## src/rtl/spi_reg_burst.sv

```systemverilog
// spi_reg_burst: SPI register-access slave, command byte plus unbounded
// word burst with address auto-increment and a 1-clk-latency read port.
module spi_reg_burst #(
  parameter int unsigned ADDR_W = 7,
  parameter int unsigned REG_W  = 8,
  parameter bit          CPOL   = 1'b0,
  parameter bit          CPHA   = 1'b0
) (
  input  logic              clk,
  input  logic              rstb,
  input  logic              ena,
  input  logic              spi_clk,
  input  logic              spi_cs_n,
  input  logic              spi_mosi,
  output logic              spi_miso,
  output logic [ADDR_W-1:0] reg_addr,
  output logic [REG_W-1:0]  reg_wdata,
  output logic              reg_wr_en,
  output logic              reg_rd_en,
  input  logic [REG_W-1:0]  reg_rdata,
  output logic              frame_active,
  output logic              frame_err
);

  localparam int unsigned   CW          = $clog2(REG_W);
  localparam logic [CW-1:0] CNT_CMD     = CW'(7);
  localparam logic [CW-1:0] CNT_WORD    = CW'(REG_W - 1);
  localparam bit            SAMPLE_RISE = (CPOL == CPHA);

  typedef enum logic [2:0] {
    IDLE,
    CMD,
    WR_DATA,
    RD_FETCH,
    RD_DATA
  } state_t;

  logic [1:0] sck_s;
  logic [1:0] cs_s;
  logic [1:0] mosi_s;
  logic       sck_d;
  logic       cs_d;

  always_ff @(posedge clk) begin
    if (!rstb) begin
      sck_s  <= 2'b11;
      cs_s   <= 2'b11;
      mosi_s <= 2'b00;
      sck_d  <= 1'b1;
      cs_d   <= 1'b1;
    end else if (ena) begin
      sck_s  <= {sck_s[0], spi_clk};
      cs_s   <= {cs_s[0], spi_cs_n};
      mosi_s <= {mosi_s[0], spi_mosi};
      sck_d  <= sck_s[1];
      cs_d   <= cs_s[1];
    end
  end

  logic sck_rise;
  logic sck_fall;
  logic sample;
  logic cs_fall;
  logic cs_rise;
  logic mosi_b;

  assign sck_rise = sck_s[1] & ~sck_d;
  assign sck_fall = ~sck_s[1] & sck_d;
  assign sample   = (SAMPLE_RISE ? sck_rise : sck_fall) & ~cs_s[1];
  assign cs_fall  = ~cs_s[1] & cs_d;
  assign cs_rise  = cs_s[1] & ~cs_d;
  assign mosi_b   = mosi_s[1];

  state_t              state_q, state_d;
  logic [CW-1:0]       cnt_q, cnt_d;
  logic [REG_W-1:0]    rx_q, rx_d;
  logic [REG_W-1:0]    tx_q, tx_d;
  logic [ADDR_W-1:0]   addr_q, addr_d;
  logic [REG_W-1:0]    wdata_q, wdata_d;
  logic                wr_q, wr_d;
  logic                rd_q, rd_d;
  logic                act_q, act_d;
  logic                err_q, err_d;
  logic [REG_W-1:0]    rx_next;

  assign rx_next = {rx_q[REG_W-2:0], mosi_b};

  always_ff @(posedge clk) begin
    if (!rstb) begin
      state_q <= IDLE;
      cnt_q   <= '0;
      rx_q    <= '0;
      tx_q    <= '0;
      addr_q  <= '0;
      wdata_q <= '0;
      wr_q    <= 1'b0;
      rd_q    <= 1'b0;
      act_q   <= 1'b0;
      err_q   <= 1'b0;
    end else if (ena) begin
      state_q <= state_d;
      cnt_q   <= cnt_d;
      rx_q    <= rx_d;
      tx_q    <= tx_d;
      addr_q  <= addr_d;
      wdata_q <= wdata_d;
      wr_q    <= wr_d;
      rd_q    <= rd_d;
      act_q   <= act_d;
      err_q   <= err_d;
    end
  end

  always_comb begin
    state_d = state_q;
    cnt_d   = cnt_q;
    rx_d    = rx_q;
    tx_d    = tx_q;
    addr_d  = addr_q;
    wdata_d = wdata_q;
    wr_d    = 1'b0;
    rd_d    = 1'b0;
    act_d   = act_q;
    err_d   = 1'b0;
    // address advances the cycle after each write strobe
    if (wr_q) addr_d = addr_q + ADDR_W'(1);
    unique case (state_q)
      IDLE: begin
        if (cs_fall) begin
          state_d = CMD;
          act_d   = 1'b1;
          cnt_d   = '0;
        end
      end
      CMD: begin
        if (sample) begin
          rx_d = rx_next;
          if (cnt_q == CNT_CMD) begin
            cnt_d   = '0;
            addr_d  = rx_next[ADDR_W-1:0];
            state_d = rx_next[7] ? WR_DATA : RD_FETCH;
            rd_d    = ~rx_next[7];
          end else begin
            cnt_d = cnt_q + CW'(1);
          end
        end
      end
      WR_DATA: begin
        if (sample) begin
          rx_d = rx_next;
          if (cnt_q == CNT_WORD) begin
            cnt_d   = '0;
            wr_d    = 1'b1;
            wdata_d = rx_next;
          end else begin
            cnt_d = cnt_q + CW'(1);
          end
        end
      end
      RD_FETCH: begin
        // first cycle carries the request, second captures the data
        if (!rd_q) begin
          tx_d    = reg_rdata;
          state_d = RD_DATA;
        end
      end
      RD_DATA: begin
        if (sample) begin
          tx_d = tx_q << 1;
          if (cnt_q == CNT_WORD) begin
            cnt_d   = '0;
            addr_d  = addr_q + ADDR_W'(1);
            state_d = RD_FETCH;
            rd_d    = 1'b1;
          end else begin
            cnt_d = cnt_q + CW'(1);
          end
        end
      end
      default: state_d = IDLE;
    endcase
    if (state_q != IDLE && cs_rise) begin
      err_d   = (cnt_d != '0);
      state_d = IDLE;
      act_d   = 1'b0;
      cnt_d   = '0;
      rd_d    = 1'b0;
    end
  end

  assign spi_miso     = (state_q == RD_DATA) ? tx_q[REG_W-1] : 1'b0;
  assign reg_addr     = addr_q;
  assign reg_wdata    = wdata_q;
  assign reg_wr_en    = wr_q & ena;
  assign reg_rd_en    = rd_q & ena;
  assign frame_active = act_q;
  assign frame_err    = err_q & ena;

endmodule

```

## config.mk

```make
export PLATFORM = sky130hd
export DESIGN_NAME = spi_reg_burst
export DESIGN_NICKNAME = d
export VERILOG_FILES = /design/src/rtl/spi_reg_burst.sv
export SDC_FILE = /design/constraint.sdc
export NUM_CORES = 1
export LEC_CHECK = 0
export CAP_MARGIN = 30
export CELL_PAD_IN_SITES_DETAIL_PLACEMENT = 2
export CELL_PAD_IN_SITES_GLOBAL_PLACEMENT = 2
export CORE_MARGIN = 2
export CORE_UTILIZATION = 34
export CTS_BUF_LIST = sky130_fd_sc_hd__clkbuf_4 sky130_fd_sc_hd__clkbuf_8
export CTS_CLUSTER_DIAMETER = 40
export DETAILED_ROUTE_END_ITERATION = 8
export PLACE_DENSITY_LB_ADDON = 0.1
export SLEW_MARGIN = 0
export SYNTH_ARGS = -nofsm -noshare
export SYNTH_HDL_FRONTEND = slang
export SYNTH_SLANG_ARGS = --single-unit
```

## constraint.sdc

```tcl
create_clock -name clk -period 2.05 [get_ports clk]
set_clock_uncertainty 0.1 [all_clocks]
set_input_delay 0.5125 -clock clk [delete_from_list [all_inputs] [get_ports clk]]
set_output_delay 0.5125 -clock clk [all_outputs]
set_load 0.01 [all_outputs]
```

==> tab_implementation.tex, run 1 <==
\begin{tabular}{lr}
\hline
Metric & Value \\
\hline
\multicolumn{2}{l}{\textbf{Synthesis}} \\
\quad Area share of the largest cell type after synthesis & a little under two fifths \\
\quad Multiplexer share of the synthesized area & about a tenth \\
\quad Count of flip-flops with a built-in enable after synthesis & 0 \\
\quad Largest family of logic cells by synthesized area & simple AND/OR/NAND/NOR gates \\
\quad Post-synth top area cell & sky130\_fd\_sc\_hd\_\_dfxtp\_1 \\
\quad Fraction of registers with async set/reset & 0\% \\
\quad Number of different library cells in the post-synthesis netlist & 53 \\
\quad Main synth FF type & sky130\_fd\_sc\_hd\_\_dfxtp\_1 \\
\quad Post-Syn Instances & 300 \\
\quad Yosys warns & 0 \\
\quad Number of nets in the synthesized netlist & roughly 320 \\
\quad Simple-gate portion of the synthesized area & 23.8\% \\
\quad Mean Syn Cell Area & approximately 8.4 um\^{}2 \\
\quad Biggest area contributors in the synthesized netlist & sky130\_fd\_sc\_hd\_\_dfxtp\_1 38\%, sky130\_fd\_sc\_hd\_\_mux2i\_1 9.5\%, sky130\_fd\_sc\_hd\_\_nor2\_1 5.5\% \\
\quad Post-synthesis sequential element count & 48 \\
\quad Sequential share of the synthesized area & between 30\% and 40\% \\
\quad Post-synthesis adder-cell area fraction & 1.49\% \\
\quad Xor/xnor share of the synthesized area & 2.43\% \\
\quad Post-synthesis cell area & between 2000 and 3000 um\^{}2 \\
\quad Compound-gate portion of the synthesized area & just under 20\% \\
\multicolumn{2}{l}{\textbf{Timing}} \\
\quad Setup total negative slack & 0 ns \\
\quad Min Hold Slack & 0.378 ns \\
\quad Worst-margin pin slew & between 0.5 and 0.6 ns \\
\quad Final setup viols & 0 \\
\quad Unrepaired setup endpoints after global routing & false \\
\quad Worst slew margin & about 62\% \\
\quad Count of endpoints failing hold in the final timing report & 0 \\
\quad Tmin final & between 1.5 and 2 ns \\
\quad Final worst-path cycle share & a little over nine tenths \\
\quad Highest clock frequency the design can meet & about 0.50 GHz \\
\quad Final worst-path setup slack & 0.0596 ns \\
\quad Pins Over Slew Limit & 0 \\
\multicolumn{2}{l}{\textbf{Floorplanning}} \\
\quad Row count & 31 \\
\quad Total core area & $\sim$7200 um\^{}2 \\
\quad Die Width & between 90 and 100 um \\
\quad Area enclosed by the die boundary & 8110 um\^{}2 \\
\quad Effective utilization at floorplan & approximately a third \\
\quad Die Height & approximately 90 um \\
\quad I/O pin count & 34 \\
\multicolumn{2}{l}{\textbf{Critical path}} \\
\quad Critical path class & reg2out \\
\quad Startpoint class of the critical path & flop \\
\quad Top delay family on crit path & buffers and inverters \\
\quad Series of cell instances along the critical path & clkdlybuf4s50\_1 \\
\quad Worst setup startpoint & reg\_addr[4]\$\_SDFFE\_PN0P\_ \\
\quad Worst path buffer plus inverter count & 1 \\
\quad Arrival time worst endpoint & around 1.4 ns \\
\quad Critical Path RT & 1.44 ns \\
\quad Launch instance of the worst register-to-register path & cnt\_q[0]\$\_SDFFE\_PN0P\_ \\
\quad Type of destination of the critical path & primary output \\
\quad Library cell contributing the largest single delay on the critical path & sky130\_fd\_sc\_hd\_\_clkdlybuf4s50\_1 \\
\quad Critical Path Max Stage Delay & 0.59 ns \\
\quad Critical Path Fanout Max & 6 \\
\multicolumn{2}{l}{\textbf{Layout}} \\
\quad Share of post-route cells with drive strength above 1 & between 10\% and 20\% \\
\quad Most common cell after layout, fill and taps aside & sky130\_fd\_sc\_hd\_\_dfxtp\_1 \\
\quad Leading cell types in the layout, fill and taps excluded & 43 x sky130\_fd\_sc\_hd\_\_dfxtp\_1, 37 x sky130\_fd\_sc\_hd\_\_nor2\_1, 35 x sky130\_fd\_sc\_hd\_\_nand2\_1 \\
\quad Area growth from synthesis to layout & 29.9\% \\
\quad Multi-input logic area & roughly 1500 um\^{}2 \\
\quad Nets & $\sim$370 \\
\quad Seq. cell area & between 900 and 1000 um\^{}2 \\
\quad Antenna diode count & 0 \\
\quad Count of fill cells added during filler insertion & 822 \\
\quad Non-Filler Instances & between 400 and 500 \\
\multicolumn{2}{l}{\textbf{Power}} \\
\quad Worst-case vdd ir drop & $\sim$0.00025 V \\
\quad Standby leakage power & 1.27 nW \\
\quad Overall Power & between 1.5 and 2 mW \\
\quad Power density over cell area & roughly 570 nW/um\^{}2 \\
\multicolumn{2}{l}{\textbf{Hold path}} \\
\quad Class of the worst hold path & reg2reg \\
\quad Min-Delay Startpoint & tx\_q[0]\$\_SDFFE\_PN0P\_ \\
\multicolumn{2}{l}{\textbf{Clock tree}} \\
\quad Clock transition at path regs & about 0.10 ns \\
\quad Quantity of hold-fixing buffers added after cts & 0 \\
\quad Clock sink count & 48 \\
\quad Master cell of the clock root buffer & sky130\_fd\_sc\_hd\_\_clkbuf\_8 \\
\quad Clock buffers created by TritonCTS & 5 \\
\quad Number of buffers on the longest clock path & 2 \\
\quad H-Tree Depth & 2 \\
\quad Clock insertion delay at the later pin of the skew report & about 0.32 ns \\
\quad CTS tree & built \\
\multicolumn{2}{l}{\textbf{Global route}} \\
\quad Total congestion overflow after global routing & 0 \\
\quad Initial antenna violation count & 0 \\
\quad First-pass GRT wire length & 14.0 mm \\
\quad Maximum number of pins on one net before global-route repair & 21 \\
\quad Total routing resource utilization after global routing & between 20\% and 30\% \\
\quad Vias in the first global route & between 2,000 and 3,000 \\
\multicolumn{2}{l}{\textbf{Run status}} \\
\quad Result of the run & finished, final reports clean \\
\multicolumn{2}{l}{\textbf{Detailed routing}} \\
\quad Total Routed Length & roughly 8.3 mm \\
\quad First-pass DRT Iterations & 4 \\
\quad Wire length per cell after detailed routing & 18.5 um \\
\quad 1st-iter DRT viols & 85 \\
\quad Number of nets with antenna violations after detailed routing & 0 \\
\quad Vias after detailed routing & about 2,400 \\
\quad Residual DRC count & 0 \\
\quad Per-cell via count in the routed design & between 5 and 6 \\
\multicolumn{2}{l}{\textbf{Place}} \\
\quad PortBufs & 33 \\
\quad Detailed placement HPWL & $\sim$5.7 mm \\
\quad Routability congestion estimate from global placement & about 0.80 \\
\quad Number of cells in the design after placement & between 400 and 500 \\
\quad Setup slack at placement & -0.362 ns \\
\multicolumn{2}{l}{\textbf{Flow run}} \\
\quad Max-cap violations & 0 \\
\hline
\end{tabular}
-- cells by family (layout without fill, tap and decap cells) --
logic type                 after synthesis  in the layout
xor gates and xnor gates                 7              7
DFF                                     48             48
adders and majority gates                3              3
buffers and inverters                   27             76
muxes                                   25             25
and+or+nand+nor                        120            120
AOI/OAI and AO/OA                       70             70
-- metrics by stage --
step	util, %	area (um^2)
after detailed placement	42.8	3090
after floorplan	-	2520
after global placement	42.8	3090
after CTS	44.8	3230
after global routing	45.4	3270
final	45.4	3270
-- cell type report --
| cell class | instances | share of cell area [%] |
|---|---|---|
| multi-input cells | 225 | 44.8 |
| flip-flops and latches | 48 | 29.6 |
| repair buffers | 63 | 17.7 |
| well taps | 99 | 3.79 |
| clock buffers | 5 | 2.10 |
| clock inverters | 3 | 1.41 |
| inverters | 5 | 0.574 |
-- repair_timing --
item / 4_1_cts / 5_1_grt
setup buffers: 2 / 4
resized for setup: 21 / 9
pin swaps: 1 / 0
endpoints found under the setup margin: 18 / 12
-- cell usage after synthesis (all sizes together) (4+ instances only) --
cell type	count
a311oi	7
nor3	6
nand4	4
nor2	37
o21ai	14
a21oi	18
nand2b	5
nand2	36
a221oi	5
buf	11
dfxtp	48
nand3	8
o211ai	4
clkbuf	11
and2	5
mux2i	24
xnor2	5
inv	4
-- worst reg2reg max path, delay by kind of cell, from the launching register on --
family	cells	cell delay (ns)
buffers and inverters	1	0.17
flip-flops	1	0.34
AND/OR/NAND/NOR	2	0.34
AO/OA/AOI/OAI	3	0.51
adder cells (fa/ha/maj)	2	0.40
-- power breakdown --
group          leakage (nW)  internal [mW]  switching [mW]
combinational         0.829         0.0883          0.0932
sequential            0.391          0.946          0.0154
clock                0.0548          0.368           0.360
-- metal layers --
metal,wire length (um),share of wire [%],track usage (%)
met5,0,0,0
met3,198,2.4,3.77
met4,79,0.95,4.62
met1,4060,49,27.7
met2,3950,48,37.2
-- worst paths after layout --
kind	to	cells after the start	slack (ns)
worst max register to register	reg_addr[2]$_SDFFE_PN0P_	8	0.08
worst min-delay path	tx_q[0]$_SDFFE_PN0P_	2	0.38
worst max-delay path	reg_addr[4]	1	0.06
worst min register to register	tx_q[0]$_SDFFE_PN0P_	2	0.38
-- flip-flops by register name (all words and copies together), names as in the netlist, 2 cells and up --
signal / count
tx_q: 8
mosi_s: 2
state_q: 3
rx_q: 7
cs_s: 2
reg_addr: 7
reg_wdata: 8
cnt_q: 3
sck_s: 2
Power figures use the tool's default switching activity.
==> inputs of run 2 (changes only) <==
- MAX_ROUTING_LAYER: unset -> met4
==> tab_implementation.tex, run 2 (synthesis results as in run 1) <==
\begin{tabular}{lr}
\hline
Metric & Value \\
\hline
\multicolumn{2}{l}{\textbf{Timing}} \\
\quad Unrepaired setup endpoints after global routing & false \\
\quad Highest clock frequency the design can meet & $\sim$0.5 GHz \\
\quad Tmin final & roughly 2 ns \\
\quad Worst slew margin & 59.3\% \\
\quad Final worst-path cycle share & between 90\% and 100\% \\
\quad Final worst-path setup slack & approximately 0.053 ns \\
\quad Final setup viols & 0 \\
\quad Setup total negative slack & 0 ns \\
\quad Min Hold Slack & approximately 0.38 ns \\
\quad Worst-margin pin slew & 0.595 ns \\
\quad Count of endpoints failing hold in the final timing report & 0 \\
\quad Pins Over Slew Limit & 0 \\
\multicolumn{2}{l}{\textbf{Critical path}} \\
\quad Critical Path Max Stage Delay & 0.59 ns \\
\quad Type of destination of the critical path & primary output \\
\quad Critical Path RT & 1.44 ns \\
\quad Worst path buffer plus inverter count & 1 \\
\quad Startpoint class of the critical path & flop \\
\quad Top delay family on crit path & buffers and inverters \\
\quad Critical path class & reg2out \\
\quad Library cell contributing the largest single delay on the critical path & sky130\_fd\_sc\_hd\_\_clkdlybuf4s50\_1 \\
\quad Critical Path Fanout Max & 6 \\
\quad Arrival time worst endpoint & $\sim$1.4 ns \\
\quad Series of cell instances along the critical path & clkdlybuf4s50\_1 \\
\multicolumn{2}{l}{\textbf{Clock tree}} \\
\quad Clock insertion delay at the later pin of the skew report & $\sim$0.32 ns \\
\quad H-Tree Depth & 2 \\
\quad CTS tree & built \\
\quad Quantity of hold-fixing buffers added after cts & 0 \\
\quad Clock sink count & 48 \\
\quad Clock transition at path regs & roughly 0.10 ns \\
\quad Clock buffers created by TritonCTS & 5 \\
\quad Number of buffers on the longest clock path & 2 \\
\quad Master cell of the clock root buffer & sky130\_fd\_sc\_hd\_\_clkbuf\_8 \\
\multicolumn{2}{l}{\textbf{Layout}} \\
\quad Nets & $\sim$370 \\
\quad Leading cell types in the layout, fill and taps excluded & 44 x sky130\_fd\_sc\_hd\_\_dfxtp\_1, 37 x sky130\_fd\_sc\_hd\_\_nor2\_1, 35 x sky130\_fd\_sc\_hd\_\_nand2\_1 \\
\quad Count of fill cells added during filler insertion & between 800 and 900 \\
\quad Share of post-route cells with drive strength above 1 & between 10\% and 20\% \\
\quad Final instance area & about 3300 um\^{}2 \\
\quad Area growth from synthesis to layout & 29.9\% \\
\quad Most common cell after layout, fill and taps aside & sky130\_fd\_sc\_hd\_\_dfxtp\_1 \\
\quad Antenna diode count & 0 \\
\multicolumn{2}{l}{\textbf{Global route}} \\
\quad Total routing resource utilization after global routing & between 20\% and 30\% \\
\quad Vias in the first global route & 2,647 \\
\quad Initial antenna violation count & 0 \\
\quad Maximum number of pins on one net before global-route repair & 21 \\
\quad First-pass GRT wire length & around 14 mm \\
\quad Total congestion overflow after global routing & 0 \\
\multicolumn{2}{l}{\textbf{Floorplanning}} \\
\quad Die Height & approximately 90 um \\
\quad Row count & 31 \\
\quad Total core area & 7210 um\^{}2 \\
\quad Effective utilization at floorplan & a little over a third \\
\quad Area enclosed by the die boundary & just over 8000 um\^{}2 \\
\quad I/O pin count & 34 \\
\quad Die Width & between 90 and 100 um \\
\multicolumn{2}{l}{\textbf{Place}} \\
\quad Setup slack at placement & -0.362 ns \\
\quad Detailed placement HPWL & 5.71 mm \\
\quad PortBufs & 33 \\
\quad Routability congestion estimate from global placement & approximately 0.8 \\
\quad Post-place instance area & roughly 3100 um\^{}2 \\
\multicolumn{2}{l}{\textbf{Hold path}} \\
\quad Class of the worst hold path & reg2reg \\
\multicolumn{2}{l}{\textbf{Flow run}} \\
\quad Max-cap violations & 0 \\
\multicolumn{2}{l}{\textbf{Detailed routing}} \\
\quad Per-cell via count in the routed design & roughly 5.4 \\
\quad Vias after detailed routing & around 2,400 \\
\quad Total Routed Length & $\sim$8.3 mm \\
\quad Wire length per cell after detailed routing & between 15 and 20 um \\
\quad Residual DRC count & 0 \\
\quad 1st-iter DRT viols & 91 \\
\quad First-pass DRT Iterations & 4 \\
\quad Number of nets with antenna violations after detailed routing & 0 \\
\multicolumn{2}{l}{\textbf{Power}} \\
\quad Power density over cell area & 573 nW/um\^{}2 \\
\quad Standby leakage power & roughly 1.3 nW \\
\quad Worst-case vdd ir drop & $\sim$0.00025 V \\
\multicolumn{2}{l}{\textbf{Run status}} \\
\quad Result of the run & finished, final reports clean \\
\hline
\end{tabular}
run 2: cell counts in the layout (fill, tap and decap cells not counted):
Identical to the previous run, type by type.
run 2: path summary, 6_finish.rpt:
check | startpoint | endpoint | slack [ns] | depth (start not counted)
worst max-delay path | reg_addr[4]$_SDFFE_PN0P_ | reg_addr[4] | 0.05 | 1
worst max register to register | cnt_q[0]$_SDFFE_PN0P_ | reg_addr[2]$_SDFFE_PN0P_ | 0.10 | 8
worst min register to register | tx_q[0]$_SDFFE_PN0P_ | tx_q[0]$_SDFFE_PN0P_ | 0.38 | 2
worst min-delay path | tx_q[0]$_SDFFE_PN0P_ | tx_q[0]$_SDFFE_PN0P_ | 0.38 | 2
run 2: tightest hold or removal path, stage by stage, from the launching register on:
cell	delay (ns)
sky130_fd_sc_hd__dfxtp_1	0.32
sky130_fd_sc_hd__nand2b_1	0.06
sky130_fd_sc_hd__a21oi_1	0.05
run 2: area by class of cell:
type                    count  area [um^2]  share of cell area, %
multi-input cells         225         1470                   44.8
repair buffers             63          581                   17.8
clock inverters             3         46.3                   1.42
inverters                   5         18.8                  0.574
well taps                  99          124                   3.79
flip-flops and latches     48          966                   29.5
clock buffers               5         68.8                   2.10
run 2: report_power, final:
group          internal, mW  switching [mW]  total [mW]  leakage (nW)
sequential            0.946          0.0154       0.961         0.390
combinational        0.0882          0.0938       0.182         0.829
clock                 0.368           0.362       0.730        0.0548
run 2: through the flow:
stage | power (mW) | utilization [%] | instances
finish | 1.87 | 45.3 | 448
global route | 1.94 | 45.3 | 448
CTS | 1.89 | 44.8 | 444
detailed placement | 1.15 | 42.8 | 434
global placement | 1.15 | 42.8 | 434
floorplan | 1.06 | - | 300
run 2: what timing repair did:
| item | in CTS | in global routing |
|---|---|---|
| resized for setup | 21 | 8 |
| pin swaps | 1 | 0 |
| setup buffers | 2 | 4 |
| cloned | 0 | 0 |
| setup endpoints to repair | 18 | 11 |
run 2: per-layer routing:
layer | up-vias | part of all wire (%) | GRT usage (%)
li1 | 1170 | - | -
met1 | 1218 | 49 | 27.8
met2 | 37 | 48 | 37.2
met3 | 7 | 2.3 | 3.44
met4 | 0 | 0.91 | 4.62
met5 | - | 0 | -
